===== config.mk =====
export PLATFORM = sky130hd
export DESIGN_NAME = branch_redirect_ctrl_flat
export DESIGN_NICKNAME = d
export VERILOG_FILES = /design/src/rtl/branch_redirect_ctrl_pkg.sv /design/src/rtl/branch_redirect_ctrl_if.sv /design/src/rtl/branch_redirect_ctrl.sv /design/src/flat_wrapper.sv
export SDC_FILE = /design/constraint.sdc
export NUM_CORES = 1
export LEC_CHECK = 0
export ABC_AREA = 1
export CORE_MARGIN = 5
export CORE_UTILIZATION = 47
export DETAILED_ROUTE_END_ITERATION = 7
export PLACE_DENSITY = 0.75
export SYNTH_ARGS = -nofsm -noshare
export SYNTH_HDL_FRONTEND = slang
export SYNTH_SLANG_ARGS = --single-unit

===== constraint.sdc =====
create_clock -name clk -period 3.23 [get_ports clk]
set_clock_uncertainty 0.2 [all_clocks]
set_input_delay 0.646 -clock clk [delete_from_list [all_inputs] [get_ports clk]]
set_output_delay 0.646 -clock clk [all_outputs]
set_load 0.01 [all_outputs]

===== src/rtl/branch_redirect_ctrl_pkg.sv =====
// Shared fetch-side definitions for the branch redirect controller:
// FSM encoding, PC step and target alignment.
package branch_redirect_ctrl_pkg;

    localparam int unsigned XLEN = 64;
    localparam logic [XLEN-1:0] PC_STEP = 64'd4;
    localparam logic [XLEN-1:0] RESET_PC_DEFAULT = 64'h0;
    localparam int unsigned FLUSH_CNT_W = 4;

    typedef enum logic {
        StRun   = 1'b0,
        StFlush = 1'b1
    } state_e;

    // Instructions are word aligned; the low two target bits are dropped.
    function automatic logic [XLEN-1:0] align_target(input logic [XLEN-1:0] target);
        return {target[XLEN-1:2], 2'b00};
    endfunction

endpackage


===== src/rtl/branch_redirect_ctrl_if.sv =====
// Branch resolution inputs and fetch/pipeline control outputs of the redirect controller.
interface branch_redirect_ctrl_if
    import branch_redirect_ctrl_pkg::*;
#(
    parameter int unsigned CNT_W = 32
) ();

    logic            branch_taken;
    logic [XLEN-1:0] branch_target;
    logic            stall;
    logic [XLEN-1:0] pc_out;
    logic            pc_write;
    logic            if_id_write;
    logic            if_id_flush;
    logic            id_ex_flush;
    logic            redirect_busy;
    logic            misalign_err;
    logic [CNT_W-1:0] redirect_count;

    // Master: EX-stage / hazard side driving requests and observing fetch control.
    modport master (
        output branch_taken,
        output branch_target,
        output stall,
        input  pc_out,
        input  pc_write,
        input  if_id_write,
        input  if_id_flush,
        input  id_ex_flush,
        input  redirect_busy,
        input  misalign_err,
        input  redirect_count
    );

    modport slave (
        input  branch_taken,
        input  branch_target,
        input  stall,
        output pc_out,
        output pc_write,
        output if_id_write,
        output if_id_flush,
        output id_ex_flush,
        output redirect_busy,
        output misalign_err,
        output redirect_count
    );

endinterface


===== src/rtl/branch_redirect_ctrl.sv =====
// Owns the fetch PC: applies taken-branch redirects with a multi-cycle squash window,
// load-use stalls, and keeps a sticky misalignment flag plus a saturating redirect count.
module branch_redirect_ctrl
    import branch_redirect_ctrl_pkg::*;
#(
    parameter logic [XLEN-1:0] RESET_PC     = RESET_PC_DEFAULT,
    parameter int unsigned     FLUSH_CYCLES = 1,
    parameter int unsigned     CNT_W        = 32
) (
    input logic                   clk,
    input logic                   reset,
    branch_redirect_ctrl_if.slave bus
);

    localparam logic [FLUSH_CNT_W-1:0] FLUSH_LOAD = FLUSH_CNT_W'(FLUSH_CYCLES - 1);
    localparam bit HAS_FLUSH = (FLUSH_CYCLES > 1);

    state_e                 state_q, state_d;
    logic [FLUSH_CNT_W-1:0] fcnt_q, fcnt_d;
    logic [XLEN-1:0]        pc_q, pc_d;
    logic                   misalign_q, misalign_d;
    logic [CNT_W-1:0]       cnt_q, cnt_d;

    logic accept;
    logic pc_write_c;
    logic if_id_write_c;
    logic if_id_flush_c;
    logic id_ex_flush_c;
    logic busy_c;

    // Control decode: branch beats stall because the stalled instruction is wrong-path.
    always_comb begin
        accept        = 1'b0;
        pc_write_c    = 1'b1;
        if_id_write_c = 1'b1;
        if_id_flush_c = 1'b0;
        id_ex_flush_c = 1'b0;
        busy_c        = 1'b0;
        unique case (state_q)
            StRun: begin
                if (bus.branch_taken) begin
                    accept        = 1'b1;
                    if_id_flush_c = 1'b1;
                    id_ex_flush_c = 1'b1;
                end else if (bus.stall) begin
                    pc_write_c    = 1'b0;
                    if_id_write_c = 1'b0;
                    id_ex_flush_c = 1'b1;
                end
            end
            StFlush: begin
                busy_c        = 1'b1;
                if_id_flush_c = 1'b1;
                id_ex_flush_c = 1'b1;
            end
            default: ;
        endcase
    end

    always_comb begin
        state_d    = state_q;
        fcnt_d     = fcnt_q;
        pc_d       = pc_q;
        misalign_d = misalign_q;
        cnt_d      = cnt_q;

        if (accept) begin
            pc_d = align_target(bus.branch_target);
            if (bus.branch_target[1:0] != 2'b00) begin
                misalign_d = 1'b1;
            end
            if (cnt_q != {CNT_W{1'b1}}) begin
                cnt_d = cnt_q + CNT_W'(1);
            end
            if (HAS_FLUSH) begin
                state_d = StFlush;
                fcnt_d  = FLUSH_LOAD;
            end
        end else if (pc_write_c) begin
            pc_d = pc_q + PC_STEP;
        end

        if (state_q == StFlush) begin
            fcnt_d = fcnt_q - FLUSH_CNT_W'(1);
            if (fcnt_q == FLUSH_CNT_W'(1)) begin
                state_d = StRun;
            end
        end
    end

    always_ff @(posedge clk or posedge reset) begin
        if (reset) begin
            state_q    <= StRun;
            fcnt_q     <= '0;
            pc_q       <= RESET_PC;
            misalign_q <= 1'b0;
            cnt_q      <= '0;
        end else begin
            state_q    <= state_d;
            fcnt_q     <= fcnt_d;
            pc_q       <= pc_d;
            misalign_q <= misalign_d;
            cnt_q      <= cnt_d;
        end
    end

    assign bus.pc_out         = pc_q;
    assign bus.pc_write       = pc_write_c;
    assign bus.if_id_write    = if_id_write_c;
    assign bus.if_id_flush    = if_id_flush_c;
    assign bus.id_ex_flush    = id_ex_flush_c;
    assign bus.redirect_busy  = busy_c;
    assign bus.misalign_err   = misalign_q;
    assign bus.redirect_count = cnt_q;

endmodule


===== src/flat_wrapper.sv =====
// flat-port wrapper written by rule: the top's interface ports become plain ports
module branch_redirect_ctrl_flat import branch_redirect_ctrl_pkg::*;
#(
    parameter logic [XLEN-1:0] RESET_PC     = RESET_PC_DEFAULT,
    parameter int unsigned     FLUSH_CYCLES = 1,
    parameter int unsigned     CNT_W        = 32
)
  (clk, reset, bus_branch_taken, bus_branch_target, bus_stall, bus_pc_out, bus_pc_write, bus_if_id_write, bus_if_id_flush, bus_id_ex_flush, bus_redirect_busy, bus_misalign_err, bus_redirect_count);
  branch_redirect_ctrl_if #(.CNT_W(CNT_W)) bus_i ();
  input logic clk;
  input logic reset;
  input wire logic [$bits(bus_i.branch_taken)-1:0] bus_branch_taken;
  input wire logic [$bits(bus_i.branch_target)-1:0] bus_branch_target;
  input wire logic [$bits(bus_i.stall)-1:0] bus_stall;
  output wire logic [$bits(bus_i.pc_out)-1:0] bus_pc_out;
  output wire logic [$bits(bus_i.pc_write)-1:0] bus_pc_write;
  output wire logic [$bits(bus_i.if_id_write)-1:0] bus_if_id_write;
  output wire logic [$bits(bus_i.if_id_flush)-1:0] bus_if_id_flush;
  output wire logic [$bits(bus_i.id_ex_flush)-1:0] bus_id_ex_flush;
  output wire logic [$bits(bus_i.redirect_busy)-1:0] bus_redirect_busy;
  output wire logic [$bits(bus_i.misalign_err)-1:0] bus_misalign_err;
  output wire logic [$bits(bus_i.redirect_count)-1:0] bus_redirect_count;
  assign bus_i.branch_taken = bus_branch_taken;
  assign bus_i.branch_target = bus_branch_target;
  assign bus_i.stall = bus_stall;
  assign bus_pc_out = bus_i.pc_out;
  assign bus_pc_write = bus_i.pc_write;
  assign bus_if_id_write = bus_i.if_id_write;
  assign bus_if_id_flush = bus_i.if_id_flush;
  assign bus_id_ex_flush = bus_i.id_ex_flush;
  assign bus_redirect_busy = bus_i.redirect_busy;
  assign bus_misalign_err = bus_i.misalign_err;
  assign bus_redirect_count = bus_i.redirect_count;
  branch_redirect_ctrl #(.RESET_PC(RESET_PC), .FLUSH_CYCLES(FLUSH_CYCLES), .CNT_W(CNT_W)) u_core (.clk(clk), .reset(reset), .bus(bus_i));
endmodule

======== After elaboration in Yosys (flattened, before gate mapping) ========
Index checks and enable logic that the tools add are counted.
W data, S select, Z words.
word-level totals
  flip-flop bits (word level) ............. 102
  input port bits ......................... 68
  output and inout bits ................... 102
  logic and storage cells ................. 29
cells by class
  add/subtract/negate cells ............... 3
  eq/ne operators ......................... 2
  mux-type cells .......................... 14
  bitwise operators ....................... 1
  reduce and logical (&&, ||, !) cells .... 4
operators by type and width
  cell                     number
  $mux W64                 2
  $add A64 B3 Y64 const B  1
  $add A32 B1 Y32 const B  1
  $ne A32 B32 Y1 const B   1
  $mux W1                  10
  $eq A4 B1 Y1 const B     1
  $pmux W1 S2              2
  $reduce_and A2 Y1        2
  $reduce_bool A2 Y1       2
  $sub A4 B1 Y4 const B    1
  $not A1 Y1               1

======== Depth between registers and ports, before layout ========
Gate-level depths: netlist of run 1.
  depth in word-level cells ............... 5
  depth in mapped cells ................... 12
  gate-level depth less buffers ........... 11

======== Worst setup path after synthesis of run 1 ========
Ideal clock, no wire load.
  path kind ............................... input-to-output
  start ................................... in bus_branch_taken
  end ..................................... out bus_pc_write
  arrival time ............................ 1.546 ns
  data required time ...................... 2.384 ns
  setup slack ............................. 0.838 ns
  stages .................................. 7
  cells stage by stage .................... nor2_1 > inv_1 > nor2_4 > inv_1 > buf_2 > buf_2 > buf_4
between the ends
  longest elaborated chain between the ends .. 2
RTL lines
  element               RTL line            text
  start, declared       flat_wrapper.sv:12  input wire logic [$bits(bus_i.branch_taken)-1:0] bus_branch_taken;
  $mux W1 (2 in a row)  --
  end, declared         flat_wrapper.sv:16  output wire logic [$bits(bus_i.pc_write)-1:0] bus_pc_write;
Every way passes these cells.

======== Worst setup path in the final report of run 1 ========
  start ................................... in bus_branch_taken
  end ..................................... out bus_if_id_write
between the ends
  longest elaborated chain between the ends .. 2
RTL lines
  element        RTL line                    text
  $mux W1        branch_redirect_ctrl.sv:41  if (bus.branch_taken) begin
  $mux W1        branch_redirect_ctrl.sv:39  unique case (state_q)
  end, declared  flat_wrapper.sv:17          output wire logic [$bits(bus_i.if_id_write)-1:0] bus_if_id_write;
Every way passes these cells.

==> qor.txt, run 1 <==
Outcome - completed
Switching share of power - 33.92%
Yosys top cell area share - 33.74%
Vias per inst - 5.213
Top post-synthesis cells by count - 423 x nand2_1, 159 x inv_1, 131 x nor2_1
Hold path cells - 1
Launch point of the critical path - bus_branch_taken
Clock tree from TritonCTS - done
Unrepaired setup endpoints after global routing - false
Cell accounting for the most synthesized area - dfrtp_1
Critical register-to-register path endpoint - u_core.bus.pc_out[54]
Origin of the critical flop-to-flop path - u_core.bus.pc_out[3]
Top-Level Pins - 170
Vert. Die Dim - 135.6 um
Max Buffers Root-to-Sink - 2
Number of buffers added on ports - 167
Worst-path clk slew - 70 ps
Area occupied by multi-input gates - 4103 um2
Syn Area/Cell - 6.212 um2
Largest stage delay, worst path - 470 ps
Max Cap Viol - 0
Fill cell total of the finished layout - 1555
Area growth from synthesis to layout - 28.91%
X dimension of the die - 135.6 um
Global-route wire length before repair - 39.21 mm
Dominant register cell in the synthesized netlist - dfrtp_1
Root buffer cell - clkbuf_16
Std-Cell Core Area - 15660 um2
Post-CTS sizing - 0
Mean routed wirelength per cell - 15.34 um
Total global routing track utilization - 26.76%
Residual antenna-violating net count after detailed routing - 0
Hold wc startpoint - u_core.bus.misalign_err
Min-delay worst type - flop to flop
Switching power total - 1.291 mW
Startpoint-to-endpoint class of the critical path - primary input to output pin
Required @ worst endpoint - 2380 ps
Total iterations of the first detailed-routing run - 5
Met3 Routed Length - 1.883 mm
First DRT Iteration DRCs - 742
Count of buffer and inverter cells on the critical path - 4
Max-slew headroom - 52.93%
Sum Neg Setup Slack - 0 ps
Seq cells post-synth - 100
Worst ir drop on vdd - 0.3238 mV
TritonCTS Buffers - 9
TritonCTS sink count - 100
Synthesis Warnings - 0
Number of distinct library cells after synthesis - 38
Endpoint of the worst hold-timing path - u_core.bus.misalign_err
Maximum number of pins on one net before global-route repair - 98
Met1 Wirelength - 10.53 mm
Type of element launching the critical path - primary input
Half-perimeter wire length after placement - 18.22 mm
Reg2Reg Setup Slack - 870 ps
Maximum fanout along the worst path - 3
Slew at the pin with the worst max-slew slack - 704.5 ps
Fraction of layout cells with a size suffix above 1 - 4.959%
Detailed route wirelength on metal2 - 10.90 mm
Top sig layer - met4
Placed insts - 1551
Worst path arrival time - 1970 ps
Count of mapped cells out of synthesis - 1194
Cell occurring most often along the worst timing path - clkdlybuf4s50_1
Synthesized area - 7417 um2
Delay-heaviest family, CP - buffers and inverters
Number of antenna violations at the first check in global routing - 0
Wire length reported by the detailed router - 24.04 mm
Die area - 18390 um2
Number of synthesized flops with an enable pin - 0
Minimum hold slack - 288.9 ps
Worst skew pair latency - 360 ps
Final count of hold timing violations - 0
Timing-limited maximum frequency - 354.7 MHz
Worst-path cell chain - clkdlybuf4s50_1, nor2_1, inv_1, nor2_4, inv_2, clkdlybuf4s50_1
Net count, final - 1418
Number of slew-limit violations in the final report - 0
Power share of the combinational group - 27.5%
Post-CTS setup buffer count - 0
Dominant cell by count in the synthesized netlist - nand2_1
Share of synthesized area occupied by flip-flops and latches - 33.74%
Final setup violation count - 0
Number of cell rows - 46
Residual overflow from global routing - 0
Vias in the first global route - 7740
Remaining design rule violation count - 0
Sequential cell fraction of total power - 42.6%
Area occupied by registers - 2502 um2
Period utilisation layout - 87.28%
Starting density of the core - 47.38%
Depth of the worst register-to-register path - 10
Type of destination of the critical path - output pin
Final weighted congestion of routability-driven global placement - 0.9576
Cell with the largest stage delay on the worst path - clkdlybuf4s50_1
Ys async rst share - 100.0%
Internal power component - 2.515 mW
Top cells by area, synth - dfrtp_1 34%, nand2_1 21%, inv_1 8.0%, nor2_1 6.6%, nand3_1 6.2%
Part of the power in the clock network - 29.9%
Via total after detailed routing - 8169
Power density normalized to cell area - 398.1 nW/um2
Non-Filler Instances - 1567
Number of H-tree branching levels - 3
Period minus WS final - 2819 ps
Number of hold-repair buffers added at the cts stage - 0
Leak pwr - 4.511 nW
Antenna fix cells - 0
## final cells by class
class / instances / area share (%)
Inverter: 164 / 6.504
Clock buffer: 10 / 2.395
Multi-Input combinational cell: 895 / 42.91
Clock inverter: 6 / 0.7459
Sequential cell: 100 / 26.17
Timing Repair Buffer: 176 / 18.45
Tap cell: 216 / 2.826
## worst max path at each step
stage,end,slack [ps],depth (start not counted)
finish,bus_if_id_write,410,6
global placement,bus_if_id_write,420,6
global route,bus_if_id_write,350,6
floorplan,bus_pc_write,840,7
CTS,bus_pc_write,400,6
detailed placement,bus_pc_write,410,6
## power by group through the flow
stage	sequential [mW]	combinational (mW)	clock, mW
3_3_place_gp	1.63	1.03	0
2_1_floorplan	1.64	0.485	0
5_1_grt	1.65	1.16	1.22
4_1_cts	1.61	1.05	1.14
3_5_place_dp	1.64	1.05	0
6_report	1.62	1.05	1.14
## through the flow
step                      worst slack, ps  util, %  cell area [um2]  power [mW]
final                               410.8    61.08             9562       3.806
after global routing                349.7    61.08             9562       4.033
after CTS                           398.7    61.08             9562       3.811
after detailed placement            408.5    59.16             9261       2.681
after global placement              421.0    59.16             9261       2.661
after floorplan                     838.4        -             7425       2.130
## layout by cell type (no fill, tap or decap), types with 2 or more instances in the layout
master | netlist | layout
o21ai_0 | 79 | 79
nor2_1 | 131 | 131
nor2_8 | 2 | 2
inv_6 | 0 | 2
xor2_1 | 16 | 16
nor4_1 | 2 | 2
clkinvlp_4 | 0 | 3
buf_12 | 0 | 2
inv_1 | 159 | 157
ha_1 | 4 | 4
nand2_1 | 423 | 422
nand2_4 | 4 | 4
o21ai_1 | 21 | 21
a21oi_1 | 33 | 33
nand4_1 | 12 | 12
buf_4 | 5 | 7
nand3b_1 | 6 | 6
o22ai_1 | 4 | 4
dfrtp_1 | 100 | 100
nand3_2 | 3 | 3
clkdlybuf4s50_1 | 0 | 167
nand2_2 | 8 | 9
o211ai_1 | 3 | 3
nor2_4 | 6 | 6
xnor2_1 | 6 | 6
inv_2 | 4 | 5
clkbuf_16 | 0 | 9
conb_1 | 1 | 2
nand3_1 | 92 | 92
nor2_2 | 9 | 9
o21bai_1 | 5 | 5
nor3_1 | 18 | 18
## layer usage
layer	global-route usage (%)	vias up
met5	0	-
met4	10.92	0
met3	4.681	45
met2	41.21	304
met1	37.38	3776
li1	-	4044
## kinds of logic after synthesis
kind of cell,after synthesis,share of synthesized area (%)
other,1,0.05056
adders and majority gates,4,0.6748
buffers and inverters,200,11.03
DFF,100,33.74
xor gates and xnor gates,22,2.598
AOI/OAI and AO/OA,148,10.46
and+or+nand+nor,719,41.45
## flip-flops by register name, summed over array words and instances (netlist names)
name,flops
u_core.bus.misalign_err,1
u_core.bus.pc_out,62
u_core.bus.redirect_count,32
u_core.fcnt_q,4
u_core.state_q,1
No activity file was read; power rests on OpenSTA's default activity.
==> inputs of run 2 (changes only) <==
--- a/config.mk
+++ b/config.mk
@@ -5,11 +5,10 @@
 export SDC_FILE = /design/constraint.sdc
 export NUM_CORES = 1
 export LEC_CHECK = 0
-export ABC_AREA = 1
 export CORE_MARGIN = 5
-export CORE_UTILIZATION = 47
+export CORE_UTILIZATION = 44
 export DETAILED_ROUTE_END_ITERATION = 7
-export PLACE_DENSITY = 0.75
+export PLACE_DENSITY = 0.73
 export SYNTH_ARGS = -nofsm -noshare
 export SYNTH_HDL_FRONTEND = slang
 export SYNTH_SLANG_ARGS = --single-unit
==> qor.txt, run 2 <==
Outcome - completed
Placed insts - 1066
Max-slew headroom - 50.10%
Number of cell rows - 43
Net count, final - 969
Number of hold-repair buffers added at the cts stage - 0
Maximum number of pins on one net before global-route repair - 64
Max Buffers Root-to-Sink - 2
Wire length reported by the detailed router - 22.02 mm
Unrepaired setup endpoints after global routing - false
Min-delay worst type - flop to flop
Syn Area/Cell - 8.487 um2
Hold path cells - 1
Number of H-tree branching levels - 3
Maximum fanout along the worst path - 4
Mean routed wirelength per cell - 20.35 um
Largest stage delay, worst path - 510 ps
Antenna fix cells - 0
Top-Level Pins - 170
Timing-limited maximum frequency - 329.8 MHz
First DRT Iteration DRCs - 744
Starting density of the core - 44.55%
Final count of hold timing violations - 0
Total design power - 3.615 mW
Global-route wire length before repair - 34.98 mm
Worst ir drop on vdd - 0.4099 mV
Residual overflow from global routing - 0
Worst-path cell chain - clkdlybuf4s50_1, nor3b_2, inv_2, clkdlybuf4s50_1
Number of slew-limit violations in the final report - 0
Dominant cell by count in the synthesized netlist - dfrtp_1
Required @ worst endpoint - 2380 ps
Number of distinct library cells after synthesis - 65
Number of synthesized flops with an enable pin - 0
Std-Cell Core Area - 13770 um2
Remaining design rule violation count - 0
Seq cells post-synth - 100
Type of destination of the critical path - output pin
Final weighted congestion of routability-driven global placement - 0.8850
Dominant register cell in the synthesized netlist - dfrtp_1
Leak pwr - 3.322 nW
Cell with the largest stage delay on the worst path - clkdlybuf4s50_1
Synthesized area - 6136 um2
Number of buffers added on ports - 167
Startpoint-to-endpoint class of the critical path - primary input to output pin
Cell occurring most often along the worst timing path - clkdlybuf4s50_1
Critical register-to-register path endpoint - u_core.bus.pc_out[63]
Worst path arrival time - 2190 ps
TritonCTS Buffers - 9
Post-CTS sizing - 0
Origin of the critical flop-to-flop path - u_core.bus.pc_out[22]
Number of antenna violations at the first check in global routing - 0
Fraction of layout cells with a size suffix above 1 - 7.206%
Residual antenna-violating net count after detailed routing - 0
Via total after detailed routing - 6713
Total global routing track utilization - 26.50%
Non-Filler Instances - 1082
Share of synthesized area occupied by flip-flops and latches - 40.78%
Max Cap Viol - 0
TritonCTS sink count - 100
Post-CTS setup buffer count - 0
Vias per inst - 6.204
Clock tree from TritonCTS - done
Die area - 16410 um2
Sum Neg Setup Slack - 0 ps
Most common library cell in the layout ignoring fill and taps - clkdlybuf4s50_1
Depth of the worst register-to-register path - 5
Power density normalized to cell area - 425.7 nW/um2
Worst-path clk slew - 70 ps
Commonest cells after routing, fill and taps aside - 167 x clkdlybuf4s50_1, 100 x dfrtp_1, 79 x nand2_1, 59 x nor2_1, 49 x nand4_1
Area growth from synthesis to layout - 38.40%
Count of mapped cells out of synthesis - 723
Total iterations of the first detailed-routing run - 5
Fill cell total of the finished layout - 1232
Cell accounting for the most synthesized area - dfrtp_1
Period minus WS final - 3032 ps
Reg2Reg Setup Slack - 280 ps
Hold wc startpoint - u_core.fcnt_q[3]
Top cells by area, synth - dfrtp_1 41%, nand4_1 5.0%, nand2_1 4.8%, nand3_1 3.9%, nor2_1 3.6%
Final Core Density - 61.66%
Root buffer cell - clkbuf_16
Endpoint of the worst hold-timing path - u_core.fcnt_q[3]
Worst skew pair latency - 350 ps
Vias in the first global route - 6470
Half-perimeter wire length after placement - 16.19 mm
Vert. Die Dim - 128.1 um
Period utilisation layout - 93.87%
Minimum hold slack - 278.8 ps
Ys async rst share - 100.0%
Final setup violation count - 0
Launch point of the critical path - bus_branch_taken
Max reg flops - 62
Synthesis Warnings - 0
Yosys top cell area share - 40.78%
Slew at the pin with the worst max-slew slack - 741.6 ps
Top post-synthesis cells by count - 100 x dfrtp_1, 79 x nand2_1, 59 x nor2_1
X dimension of the die - 128.1 um
Type of element launching the critical path - primary input
==> run 2: cell types whose count changed after synthesis, moves of 12 or more <==
cell      delta
xnor2_1     +15
clkbuf_1    +21
o21ai_1     -21
nor2_1      -72
nand4_1     +37
nand2_1    -344
nand3_1     -44
inv_1      -143
a22oi_1     +12
nor4_1      +22
o21ai_0     -54
or4_1       +13
==> run 2: worst max path at each step <==
stage                             to  slack [ps]  cells after the start
2_1_floorplan  u_core.bus.pc_out[63]         400                      8
3_3_place_gp            bus_pc_write         210                      4
3_5_place_dp            bus_pc_write         210                      4
4_1_cts                 bus_pc_write         210                      4
5_1_grt                 bus_pc_write         140                      4
6_report                bus_pc_write         200                      4
==> run 2: cell families (layout without fill, tap and decap cells) <==
logic type / Yosys count / count (layout) / share of synthesized area, %
xor gates and xnor gates: 34 / 34 / 4.853
buffers and inverters: 61 / 239 / 4.099
other: 1 / 2 / 0.06112
DFF: 100 / 100 / 40.78
AOI/OAI and AO/OA: 168 / 168 / 18.76
and+or+nand+nor: 347 / 347 / 29.28
adders and majority gates: 4 / 4 / 0.8157
muxes: 8 / 8 / 1.346
==> run 2: stage by stage <==
stage | cell area [um2] | worst slack [ps]
after global routing | 8492 | 144.0
after CTS | 8492 | 209.4
final | 8492 | 198.1
after detailed placement | 8223 | 206.6
after floorplan | 6143 | 399.7
after global placement | 8223 | 212.1
==> run 2: critical path: cells and delay by family <==
kind | cells | cell delay (ps)
buf+inv | 3 | 1110
simple gates | 1 | 430
==> run 2: metal layers <==
metal	up-vias	wire length, um	track usage (%)
met5	-	0	0
met4	0	424	8.365
met3	39	2114	7.042
met2	324	10280	41.28
met1	3244	9196	36.09
li1	3106	-	-
==> run 2: cell type report <==
class	count	area, um2	share of cell area (%)
Clock buffer	9	225.2	2.652
Clock inverter	7	43.79	0.5157
Inverter	17	67.56	0.7956
Multi-Input combinational cell	563	3401	40.05
Sequential cell	100	2502	29.47
Tap cell	180	225.2	2.652
Timing Repair Buffer	206	2027	23.87
==> run 2: where the power goes <==
part | switching [mW] | internal [mW] | total [mW]
combinational | 0.475 | 0.516 | 0.990
sequential | 0.226 | 1.38 | 1.61
clock | 0.496 | 0.519 | 1.01
total | 1.20 | 2.42 | 3.62
